==> config.mk <==
export PLATFORM = sky130hd
export DESIGN_NAME = exec_multicycle_sequencer_flat
export DESIGN_NICKNAME = d
export VERILOG_FILES = /design/src/rtl/exec_multicycle_sequencer_pkg.sv /design/src/rtl/exec_multicycle_sequencer_if.sv /design/src/rtl/exec_multicycle_sequencer_mc_channel_mux.sv /design/src/rtl/exec_multicycle_sequencer.sv /design/src/flat_wrapper.sv
export SDC_FILE = /design/constraint.sdc
export NUM_CORES = 1
export LEC_CHECK = 0
export ABC_CLOCK_PERIOD_IN_PS = 2500
export CORE_MARGIN = 10
export CORE_UTILIZATION = 60
export CTS_BUF_LIST = sky130_fd_sc_hd__clkbuf_2 sky130_fd_sc_hd__clkbuf_4 sky130_fd_sc_hd__clkbuf_8
export DETAILED_ROUTE_END_ITERATION = 8
export DONT_BUFFER_PORTS = 1
export GPL_TIMING_DRIVEN = 0
export PLACE_DENSITY = 0.76
export SLEW_MARGIN = 20
export SYNTH_ARGS = -nofsm -noshare
export SYNTH_HDL_FRONTEND = slang
export SYNTH_SLANG_ARGS = --single-unit
==> constraint.sdc <==
create_clock -name clock -period 2.5 [get_ports clock]
set_input_delay 0.5 -clock clock [delete_from_list [all_inputs] [get_ports clock]]
set_output_delay 0.5 -clock clock [all_outputs]
set_load 0.1 [all_outputs]
==> src/rtl/exec_multicycle_sequencer_pkg.sv <==
// Shared types for the execute-stage multi-cycle sequencer.
// MC_WATCHDOG mirrors the optional MC_WATCHDOG_EN build macro.
package exec_multicycle_sequencer_pkg;

  typedef enum logic [1:0] {
    MC_IDLE  = 2'd0,
    MC_BUSY  = 2'd1,
    MC_DONE  = 2'd2,
    MC_DRAIN = 2'd3
  } mc_state_t;

`ifdef MC_WATCHDOG_EN
  localparam bit MC_WATCHDOG = 1'b1;
`else
  localparam bit MC_WATCHDOG = 1'b0;
`endif

  typedef struct packed {
    logic       issue_valid;
    logic [4:0] issue_waddr;
    logic       issue_fpdest;
    logic       clear;
    logic       hold;
  } mc_in_type;

  typedef struct packed {
    logic stall;
    logic wb_valid;
    logic busy;
  } mc_out_type;

  // Channel-index width; a single channel still needs a 1-bit index port.
  function automatic int unit_w(input int n);
    return (n > 1) ? $clog2(n) : 1;
  endfunction

endpackage

==> src/rtl/exec_multicycle_sequencer_if.sv <==
// Issue / unit / write-back bundle between execute and the multi-cycle sequencer.
interface exec_multicycle_sequencer_if #(
  parameter int XLEN   = 32,
  parameter int NUNITS = 3,
  parameter int FLAGW  = 5
) ();
  import exec_multicycle_sequencer_pkg::*;

  localparam int UW = unit_w(NUNITS);

  logic                    issue_valid;
  logic [UW-1:0]           issue_unit;
  logic [4:0]              issue_waddr;
  logic                    issue_fpdest;
  logic                    clear;
  logic                    hold;
  logic [NUNITS-1:0]       unit_enable;
  logic [NUNITS-1:0]       unit_ready;
  logic [NUNITS*XLEN-1:0]  unit_result;
  logic [NUNITS*FLAGW-1:0] unit_flags;
  logic                    stall;
  logic                    wb_valid;
  logic [4:0]              wb_waddr;
  logic                    wb_fp;
  logic [XLEN-1:0]         wb_data;
  logic [FLAGW-1:0]        wb_flags;
  logic                    busy;
  logic                    timeout_err;

  modport master (
    output issue_valid, issue_unit, issue_waddr, issue_fpdest, clear, hold,
    output unit_ready, unit_result, unit_flags,
    input  unit_enable, stall, wb_valid, wb_waddr, wb_fp, wb_data, wb_flags,
    input  busy, timeout_err
  );

  modport slave (
    input  issue_valid, issue_unit, issue_waddr, issue_fpdest, clear, hold,
    input  unit_ready, unit_result, unit_flags,
    output unit_enable, stall, wb_valid, wb_waddr, wb_fp, wb_data, wb_flags,
    output busy, timeout_err
  );

endinterface

==> src/rtl/exec_multicycle_sequencer_mc_channel_mux.sv <==
// Channel fan-out/fan-in: one-hot start decode for the issuing channel and
// ready/result/flag select for the channel that owns the outstanding op.
module mc_channel_mux
  import exec_multicycle_sequencer_pkg::*;
#(
  parameter int XLEN   = 32,
  parameter int NUNITS = 3,
  parameter int FLAGW  = 5,
  parameter int UW     = unit_w(NUNITS)
) (
  input  logic                    en_i,
  input  logic [UW-1:0]           en_sel_i,
  input  logic [UW-1:0]           sel_i,
  input  logic [NUNITS-1:0]       unit_ready_i,
  input  logic [NUNITS*XLEN-1:0]  unit_result_i,
  input  logic [NUNITS*FLAGW-1:0] unit_flags_i,
  output logic [NUNITS-1:0]       unit_enable_o,
  output logic                    ready_o,
  output logic [XLEN-1:0]         result_o,
  output logic [FLAGW-1:0]        flags_o
);

  always_comb begin
    unit_enable_o = '0;
    ready_o       = 1'b0;
    result_o      = '0;
    flags_o       = '0;
    for (int i = 0; i < NUNITS; i++) begin
      if (en_i && (en_sel_i == UW'(i))) unit_enable_o[i] = 1'b1;
      if (sel_i == UW'(i)) begin
        ready_o  = unit_ready_i[i];
        result_o = unit_result_i[i*XLEN +: XLEN];
        flags_o  = unit_flags_i[i*FLAGW +: FLAGW];
      end
    end
  end

endmodule

==> src/rtl/exec_multicycle_sequencer.sv <==
// Single-outstanding issue/completion sequencer for the execute-stage multi-cycle units.
// Optional watchdog enabled by defining MC_WATCHDOG_EN.
module exec_multicycle_sequencer
  import exec_multicycle_sequencer_pkg::*;
#(
  parameter int XLEN    = 32,
  parameter int NUNITS  = 3,
  parameter int FLAGW   = 5,
  parameter int TIMEOUT = 64
) (
  input  logic                        clock,
  input  logic                        reset,
  exec_multicycle_sequencer_if.slave  bus
);

  localparam int            UW = unit_w(NUNITS);
  localparam logic [UW:0]   NU = NUNITS[UW:0];

  if ((NUNITS < 1) || (NUNITS > 8) || (TIMEOUT < 2)) begin : g_bad_cfg
    $error("exec_multicycle_sequencer: NUNITS must be 1..8 and TIMEOUT >= 2");
  end

  mc_state_t        state_q, state_d;
  logic [UW-1:0]    unit_q, unit_d;
  logic [4:0]       waddr_q, waddr_d;
  logic             fp_q, fp_d;
  logic [XLEN-1:0]  data_q, data_d;
  logic [FLAGW-1:0] flags_q, flags_d;
  logic [4:0]       wb_waddr_q, wb_waddr_d;
  logic             wb_fp_q, wb_fp_d;

  mc_in_type        in_s;
  mc_out_type       out_s;
  logic             accept;
  logic             wd_fire;
  logic             ready_sel;
  logic [XLEN-1:0]  result_sel;
  logic [FLAGW-1:0] flags_sel;

  assign in_s.issue_valid  = bus.issue_valid;
  assign in_s.issue_waddr  = bus.issue_waddr;
  assign in_s.issue_fpdest = bus.issue_fpdest;
  assign in_s.clear        = bus.clear;
  assign in_s.hold         = bus.hold;

  assign accept = (state_q == MC_IDLE) && in_s.issue_valid && !in_s.clear && !in_s.hold
                  && ({1'b0, bus.issue_unit} < NU);

  mc_channel_mux #(
    .XLEN   (XLEN),
    .NUNITS (NUNITS),
    .FLAGW  (FLAGW),
    .UW     (UW)
  ) u_mux (
    .en_i          (accept),
    .en_sel_i      (bus.issue_unit),
    .sel_i         (unit_q),
    .unit_ready_i  (bus.unit_ready),
    .unit_result_i (bus.unit_result),
    .unit_flags_i  (bus.unit_flags),
    .unit_enable_o (bus.unit_enable),
    .ready_o       (ready_sel),
    .result_o      (result_sel),
    .flags_o       (flags_sel)
  );

`ifdef MC_WATCHDOG_EN
  // Counter reads k-1 in the k-th cycle after accept, so firing at TIMEOUT-2
  // lands the FSM in IDLE exactly TIMEOUT cycles after issue.
  localparam int TLIM = TIMEOUT - 2;
  logic [7:0] cnt_q, cnt_d;
  logic       terr_q;
  logic       waiting;

  assign waiting = (state_q == MC_BUSY) || (state_q == MC_DRAIN);
  assign wd_fire = waiting && (int'(cnt_q) >= TLIM);

  always_comb begin
    cnt_d = cnt_q;
    if (accept)                          cnt_d = '0;
    else if (waiting && (cnt_q != 8'hFF)) cnt_d = cnt_q + 8'd1;
  end

  always_ff @(posedge clock) begin
    if (reset) begin
      cnt_q  <= '0;
      terr_q <= 1'b0;
    end else begin
      cnt_q <= cnt_d;
      if (wd_fire) terr_q <= 1'b1;
    end
  end

  assign bus.timeout_err = terr_q;
`else
  assign wd_fire         = 1'b0;
  assign bus.timeout_err = 1'b0;
`endif

  always_comb begin
    state_d    = state_q;
    unit_d     = unit_q;
    waddr_d    = waddr_q;
    fp_d       = fp_q;
    data_d     = data_q;
    flags_d    = flags_q;
    wb_waddr_d = wb_waddr_q;
    wb_fp_d    = wb_fp_q;
    out_s      = '0;
    out_s.busy = (state_q != MC_IDLE);
    case (state_q)
      MC_IDLE: begin
        if (accept) begin
          out_s.stall = 1'b1;
          state_d     = MC_BUSY;
          unit_d      = bus.issue_unit;
          waddr_d     = in_s.issue_waddr;
          fp_d        = in_s.issue_fpdest;
        end
      end
      MC_BUSY: begin
        out_s.stall = 1'b1;
        if (wd_fire) begin
          // Let the pipeline move past the abandoned instruction.
          out_s.stall = 1'b0;
          state_d     = MC_IDLE;
        end else if (ready_sel) begin
          if (in_s.clear) begin
            state_d = MC_IDLE;
          end else begin
            state_d    = MC_DONE;
            data_d     = result_sel;
            flags_d    = flags_sel;
            wb_waddr_d = waddr_q;
            wb_fp_d    = fp_q;
          end
        end else if (in_s.clear) begin
          state_d = MC_DRAIN;
        end
      end
      MC_DONE: begin
        out_s.wb_valid = !in_s.hold && !in_s.clear;
        out_s.stall    = in_s.hold;
        if (!in_s.hold || in_s.clear) state_d = MC_IDLE;
      end
      MC_DRAIN: begin
        out_s.stall = in_s.issue_valid;
        if (wd_fire || ready_sel) state_d = MC_IDLE;
      end
      default: state_d = MC_IDLE;
    endcase
  end

  always_ff @(posedge clock) begin
    if (reset) begin
      state_q    <= MC_IDLE;
      unit_q     <= '0;
      waddr_q    <= '0;
      fp_q       <= 1'b0;
      data_q     <= '0;
      flags_q    <= '0;
      wb_waddr_q <= '0;
      wb_fp_q    <= 1'b0;
    end else begin
      state_q    <= state_d;
      unit_q     <= unit_d;
      waddr_q    <= waddr_d;
      fp_q       <= fp_d;
      data_q     <= data_d;
      flags_q    <= flags_d;
      wb_waddr_q <= wb_waddr_d;
      wb_fp_q    <= wb_fp_d;
    end
  end

  assign bus.stall    = out_s.stall;
  assign bus.wb_valid = out_s.wb_valid;
  assign bus.busy     = out_s.busy;
  assign bus.wb_waddr = wb_waddr_q;
  assign bus.wb_fp    = wb_fp_q;
  assign bus.wb_data  = data_q;
  assign bus.wb_flags = flags_q;

endmodule

==> src/flat_wrapper.sv <==
// flat-port wrapper written by rule: the top's interface ports become plain ports
module exec_multicycle_sequencer_flat import exec_multicycle_sequencer_pkg::*;
#(
  parameter int XLEN    = 32,
  parameter int NUNITS  = 3,
  parameter int FLAGW   = 5,
  parameter int TIMEOUT = 64
)
  (clock, reset, bus_issue_valid, bus_issue_unit, bus_issue_waddr, bus_issue_fpdest, bus_clear, bus_hold, bus_unit_ready, bus_unit_result, bus_unit_flags, bus_unit_enable, bus_stall, bus_wb_valid, bus_wb_waddr, bus_wb_fp, bus_wb_data, bus_wb_flags, bus_busy, bus_timeout_err);
  exec_multicycle_sequencer_if #(.XLEN(XLEN), .NUNITS(NUNITS), .FLAGW(FLAGW)) bus_i ();
  input  logic clock;
  input  logic reset;
  input wire logic [$bits(bus_i.issue_valid)-1:0] bus_issue_valid;
  input wire logic [$bits(bus_i.issue_unit)-1:0] bus_issue_unit;
  input wire logic [$bits(bus_i.issue_waddr)-1:0] bus_issue_waddr;
  input wire logic [$bits(bus_i.issue_fpdest)-1:0] bus_issue_fpdest;
  input wire logic [$bits(bus_i.clear)-1:0] bus_clear;
  input wire logic [$bits(bus_i.hold)-1:0] bus_hold;
  input wire logic [$bits(bus_i.unit_ready)-1:0] bus_unit_ready;
  input wire logic [$bits(bus_i.unit_result)-1:0] bus_unit_result;
  input wire logic [$bits(bus_i.unit_flags)-1:0] bus_unit_flags;
  output wire logic [$bits(bus_i.unit_enable)-1:0] bus_unit_enable;
  output wire logic [$bits(bus_i.stall)-1:0] bus_stall;
  output wire logic [$bits(bus_i.wb_valid)-1:0] bus_wb_valid;
  output wire logic [$bits(bus_i.wb_waddr)-1:0] bus_wb_waddr;
  output wire logic [$bits(bus_i.wb_fp)-1:0] bus_wb_fp;
  output wire logic [$bits(bus_i.wb_data)-1:0] bus_wb_data;
  output wire logic [$bits(bus_i.wb_flags)-1:0] bus_wb_flags;
  output wire logic [$bits(bus_i.busy)-1:0] bus_busy;
  output wire logic [$bits(bus_i.timeout_err)-1:0] bus_timeout_err;
  assign bus_i.issue_valid = bus_issue_valid;
  assign bus_i.issue_unit = bus_issue_unit;
  assign bus_i.issue_waddr = bus_issue_waddr;
  assign bus_i.issue_fpdest = bus_issue_fpdest;
  assign bus_i.clear = bus_clear;
  assign bus_i.hold = bus_hold;
  assign bus_i.unit_ready = bus_unit_ready;
  assign bus_i.unit_result = bus_unit_result;
  assign bus_i.unit_flags = bus_unit_flags;
  assign bus_unit_enable = bus_i.unit_enable;
  assign bus_stall = bus_i.stall;
  assign bus_wb_valid = bus_i.wb_valid;
  assign bus_wb_waddr = bus_i.wb_waddr;
  assign bus_wb_fp = bus_i.wb_fp;
  assign bus_wb_data = bus_i.wb_data;
  assign bus_wb_flags = bus_i.wb_flags;
  assign bus_busy = bus_i.busy;
  assign bus_timeout_err = bus_i.timeout_err;
  exec_multicycle_sequencer #(.XLEN(XLEN), .NUNITS(NUNITS), .FLAGW(FLAGW), .TIMEOUT(TIMEOUT)) u_core (.clock(clock), .reset(reset), .bus(bus_i));
endmodule
* Yosys cells after proc, flatten, opt, wreduce, memory -nomap -nowiden *
Cells that the tools add are included.

operators by class
  div/mod/pow operators = 0
  $lt $le $gt $ge = 1
  add/sub/neg operators = 0
  shift operators = 0
  muxes and demuxes = 22
  reduce and logical (&&, ||, !) cells = 18
  bitwise gates (word level) = 1
  multiply operators = 0
  equal/unequal tests = 11

operators with widths
  cell                                                                    count
  32-bit 2-to-1 mux                                                       3
  5-bit 2-to-1 mux                                                        3
  2-bit 2-to-1 mux                                                        6
  2-bit equality test (second input constant)                             4
  1-bit logical AND                                                       8
  1-bit 2-to-1 mux                                                        8
  2-bit case mux with 4 select lines                                      1
  2-bit by 1-bit equality test with 1-bit output (second input constant)  3
  2-bit zero test                                                         3
  2-bit by 1-bit != test with 1-bit output (second input constant)        2
  1-bit case mux with 4 select lines                                      1
  4-bit AND reduction                                                     1
  3-bit by 2-bit != test with 1-bit output (second input constant)        1
  3-bit AND reduction                                                     1
  1-bit zero test                                                         2
  2-bit < comparator (second input constant)                              1
  2-bit != test (second input constant)                                   1
  2-bit AND reduction                                                     1
  2-bit nonzero test                                                      1
  1-bit logical OR                                                        1
  1-bit inverter                                                          1

word-level totals
  flip-flop bits (word level) = 53
  memory bits (read-only) = 0
  input port bits = 127
  memories kept = 0
  bits in writable memories = 0
  latch bits = 0
  logic and storage cells = 61
  output and inout port bits = 50

* Logic depth before layout (Yosys ltp) *
  word-level depth = 7
  gate-level depth with buffers = 7
  mapped depth without buffers = 4

* Hierarchy *
Synthesis repeated with hierarchy kept, for this count alone.

second synthesis, totals
  cells, all modules = 335
  area, all modules = 2869.0 um^2

by module, submodules not included
  module                     cells each  sequential area each (um^2)  times used  area an instance (um^2)
  exec_multicycle_sequencer  243         1061.0                       1           2047.0
  mc_channel_mux             92          0.0                          1           822.0

* Worst setup path after synthesis *
No wires, ideal clock.

  kind = input port to output port
  start = input port bus_clear
  end = output port bus_unit_enable[0]
  cell stages on the path = 2
  required time = 2.000 ns
  path slack = -1.797 ns
  arrival = 3.797 ns
  cell sequence = or3_1 nor4_1

on the way
  word-level cells in the longest chain between the ends = 6

RTL lines
  element                          RTL line                                        text
  from (decl)                      flat_wrapper.sv:17                              input wire logic [$bits(bus_i.clear)-1:0] bus_clear;
  1-bit zero test                  exec_multicycle_sequencer.sv:46                 assign accept = (state_q == MC_IDLE) && in_s.issue_valid && !in_s.clear && !in_s.hold
  1-bit logical AND (2 in series)  exec_multicycle_sequencer.sv:46
  1-bit logical AND                exec_multicycle_sequencer.sv:47                 && ({1'b0, bus.issue_unit} < NU);
  1-bit logical AND                exec_multicycle_sequencer_mc_channel_mux.sv:29  if (en_i && (en_sel_i == UW'(i))) unit_enable_o[i] = 1'b1;
  1-bit 2-to-1 mux                 exec_multicycle_sequencer_mc_channel_mux.sv:29
  to (decl)                        flat_wrapper.sv:22                              output wire logic [$bits(bus_i.unit_enable)-1:0] bus_unit_enable;

Every way passes these cells.

* Worst setup path after layout *
  start = register u_core.state_q[0]
  end = output port bus_stall

on the way
  word-level cells in the longest chain between the ends = 7
  elaborated cells between the ends (all ways) = 10

RTL lines
  element                               RTL line                                                           text
  from (decl)                           exec_multicycle_sequencer.sv:23                                    mc_state_t state_q, state_d;
  from (signal assigned)                exec_multicycle_sequencer.sv:165                                   state_q <= state_d;
  2-bit zero test                       exec_multicycle_sequencer.sv:46, exec_multicycle_sequencer.sv:111
  1-bit logical AND (3 in series)       exec_multicycle_sequencer.sv:46
  1-bit logical AND                     exec_multicycle_sequencer.sv:47
  1-bit 2-to-1 mux                      exec_multicycle_sequencer.sv:113                                   if (accept) begin
  1-bit case mux with 4 select lines *  exec_multicycle_sequencer.sv:111                                   case (state_q)
  to (decl)                             flat_wrapper.sv:23                                                 output wire logic [$bits(bus_i.stall)-1:0] bus_stall;

Every way passes the cells marked *; elsewhere a longest branch is shown, timed or not.

==> results.py <==
metrics = {
    "run_status": {
        "status": "completed",
    },
    "synthesis": {
        "seq_area_frac_synth": 0.363,
        "synth_area_leaders": "dfxtp_1 36%, mux2i_1 17%, a211oi_2 16%",
        "synthDistinctLibCells": 31,
        "synth_area_sq_um": 2920,
        "synth_compound_area_frac": 0.246,
        "ys_ff_latch": 53,
        "yosysTopAreaCellShare": 0.363,
        "synth_top_family_by_area": "compound AO/OA/AOI/OAI gates",
        "syn_nets": 454,
        "avgSynthCellArea_sq_um": 8.94,
        "synth-simple-area-share": 0.157,
        "synth_top_area_cell": "dfxtp_1",
        "syn-instance-count": 327,
        "synth_mux_area_frac": 0.171,
        "ys_warn_count": 0,
        "synthXorXnorAreaFrac": 0,
        "synth-adder-area-share": 0,
    },
    "clock_tree": {
        "h-tree-depth": 2,
        "clk_pin_slew_worst_paths_ns": 0.09,
        "clock-sinks": 53,
        "post_cts_buffers": 0,
        "numCtsBuffers": 5,
        "clock_latency_ns": 0.30,
        "cts_hold_buffers": 0,
        "cts-root-buf": "clkbuf_8",
        "tritoncts": "built",
        "clockBufferDepth": 2,
    },
    "job": {
        "maxCapViolations": 0,
    },
    "worst_setup_path": {
        "cp-end-kind": "output port",
        "critPathLaunchType": "register",
        "critPathKind": "register to output port",
        "cp_top_family": "simple AND/OR/NAND/NOR gates",
        "critPathArrivalTime_ns": 1.94,
        "cp_max_fo": 10,
        "cp_slowest_cell": "or3_4",
        "crit_chain": "buf_2 -> or3_4 -> a211o_4 -> nand3_4",
        "required_ns": 2.00,
        "cp_num_buf_inv": 1,
        "crit_path_max_incr_delay_ns": 0.46,
    },
    "detailed_routing": {
        "ant_nets": 0,
        "drcViolationCount": 0,
        "drt_iter0_drc": 51,
        "wl_um": 8430,
        "vias": 2355,
        "avgViaCountPerCell": 5.87,
        "drt-wirelength-per-cell_um": 21.0,
        "first_pass_iters": 4,
    },
    "power_and_ir_drop": {
        "p_switching_mw": 0.494,
        "swShare": 0.299,
        "seq_power_share": 0.565,
        "clkPwrFrac": 0.293,
        "p_per_area_nw_per_um2": 521,
        "p_int_mw": 1.16,
        "p_leak_nw": 1.05,
        "p_comb_frac": 0.141,
        "peakVddDrop_uv": 420,
    },
    "floorplanning": {
        "die_h_um": 89.8,
        "rows": 25,
        "die_area_sq_um": 8070,
        "initial_utilization": 0.619,
        "dieWidth_um": 89.8,
        "design.core.area_sq_um": 4720,
        "io_pins": 177,
    },
    "cells_and_area": {
        "layout.nets": 461,
        "final_area_sq_um": 3170,
        "area_growth_pct": 8.52,
        "final_core_util": 0.672,
        "drive_above_1_share": 0.219,
        "fillers": 405,
        "num_antenna_cells": 0,
        "stdcell_count": 401,
    },
    "place": {
        "place_congestion": 0.751,
        "placed_area_sq_um": 3050,
        "dp_worst_setup_slack_ns": -0.164,
        "io_buffers": 0,
        "dp_hpwl_um": 6780,
        "dp.cells": 395,
    },
    "global_route": {
        "grt_pass1_wl_um": 13100,
        "grt_usage": 0.195,
        "antenna_found_initial": 0,
        "grt_max_degree": 16,
        "grt_pass1_vias": 2431,
        "grt-ovfl-total": 0,
    },
    "worst_hold_path": {
        "hold_class": "input pin to register",
    },
    "sta": {
        "fin_skew_ns": 0.0128,
        "rsz0062_at_grt": "false",
        "setup_viol": 0,
        "timing.fmax_ghz": 0.409,
        "finalCritPeriodShare": 0.977,
        "slew_headroom": 0.322,
        "fin_crit_ns": 2.44,
        "slew_violations": 0,
        "fin_ws_ns": 0.0573,
        "final_hold_viol_count": 0,
        "tightest_slew_ns": 1.02,
    },
}
==> sequential cells by signal, summed over array words and instances (netlist names) <==
name / count
u_core.bus.wb_waddr: 5
u_core.waddr_q: 5
u_core.bus.wb_data: 32
u_core.state_q: 2
u_core.bus.wb_flags: 5
u_core.unit_q: 2
u_core.bus.wb_fp: 1
u_core.fp_q: 1
==> cell type report <==
cell class,count,area [sq um],share of cell area
multi-input combinational,242,1750,0.550
sequential,53,1060,0.334
buffer,30,173,0.0544
tap,67,83.8,0.0264
clock buffer,6,82.6,0.0260
timing repair buffer,1,15.0,0.00473
clock inverter,1,7.51,0.00237
inverter,1,3.75,0.00118
==> through the flow <==
stage | hold slack, ns | total power [mW] | setup TNS (ns)
finish | 0.347 | 1.65 | 0
global route | 0.359 | 1.71 | 0
CTS | 0.339 | 1.66 | 0
detailed placement | 0.485 | 1.18 | -0.325
global placement | 0.474 | 1.18 | -0.309
floorplan | 0.463 | 1.15 | -0.0280
==> final timing paths <==
check                                                     from                             endpoint  slack [ns]  depth (start not counted)
worst max-delay path            u_core.state_q[0]$_SDFFE_PP0P_                            bus_stall        0.06                          4
worst min-delay path                        bus_issue_waddr[0]       u_core.waddr_q[0]$_SDFFE_PP0P_        0.35                          2
worst max register to register   u_core.unit_q[1]$_SDFFE_PP0P_  u_core.bus.wb_waddr[2]$_SDFFE_PP0P_        0.49                          6
worst min register to register  u_core.waddr_q[4]$_SDFFE_PP0P_       u_core.waddr_q[4]$_SDFFE_PP0P_        0.51                          2
==> power by group through the flow <==
stage | sequential [mW] | combinational, mW | clock [mW]
2_1_floorplan | 0.950 | 0.197 | 0
3_3_place_gp | 0.954 | 0.223 | 0
3_5_place_dp | 0.954 | 0.230 | 0
4_1_cts | 0.934 | 0.234 | 0.494
5_1_grt | 0.936 | 0.259 | 0.520
6_report | 0.934 | 0.233 | 0.485
==> metal layers <==
layer | wire length, um | up-vias | track usage
met5 | 0 | - | 0
li1 | - | 1157 | -
met4 | 84 | 0 | 0.0418
met3 | 805 | 6 | 0.0806
met2 | 4150 | 114 | 0.337
met1 | 3390 | 1078 | 0.219
==> repair_timing <==
action | in CTS | in global routing
pin swaps | 1 | 2
setup endpoints to repair | 4 | 2
gates resized for setup | 9 | 2
==> cells by family after synthesis <==
logic type | after synthesis
mux | 50
flops | 53
other cells | 1
simple gates | 108
buf+inv | 32
compound gates | 83
==> worst reg2reg max path: cells and delay by family (launching register included) <==
kind / cells / cell delay (ns)
compound gates: 1 / 0.35
buf+inv: 2 / 0.37
flops: 1 / 0.31
mux: 1 / 0.23
simple gates: 2 / 0.62
==> cells in the mapped netlist <==
cell	n
nor2b_1	1
clkbuf_1	15
nor2_1	89
nand3b_1	2
or2_2	2
buf_1	1
o21a_1	1
nand2_1	1
a211oi_2	37
a211o_1	1
nor3_1	4
o211a_1	1
buf_6	5
a31oi_1	1
buf_2	6
dfxtp_1	53
mux2i_1	50
inv_1	1
or3_1	1
conb_1	1
o22ai_4	1
nor4_1	1
or4b_4	1
o21ai_0	2
nand2b_1	1
nand3_1	1
and2_1	2
nand4b_1	1
buf_4	4
a21oi_1	39
nor3b_1	1
==> layout by cell type (no fill, tap or decap), drive strengths merged, types with 2 or more instances in the layout <==
cell | synthesis | final
clkbuf | 15 | 20
o21ai | 2 | 2
nor3 | 4 | 4
and2 | 2 | 2
dfxtp | 53 | 53
nand3b | 2 | 2
nor2 | 89 | 89
buf | 16 | 17
mux2i | 50 | 50
a21oi | 39 | 39
a211oi | 37 | 37
or2 | 2 | 2
No activity file was read; power rests on OpenSTA's default activity.
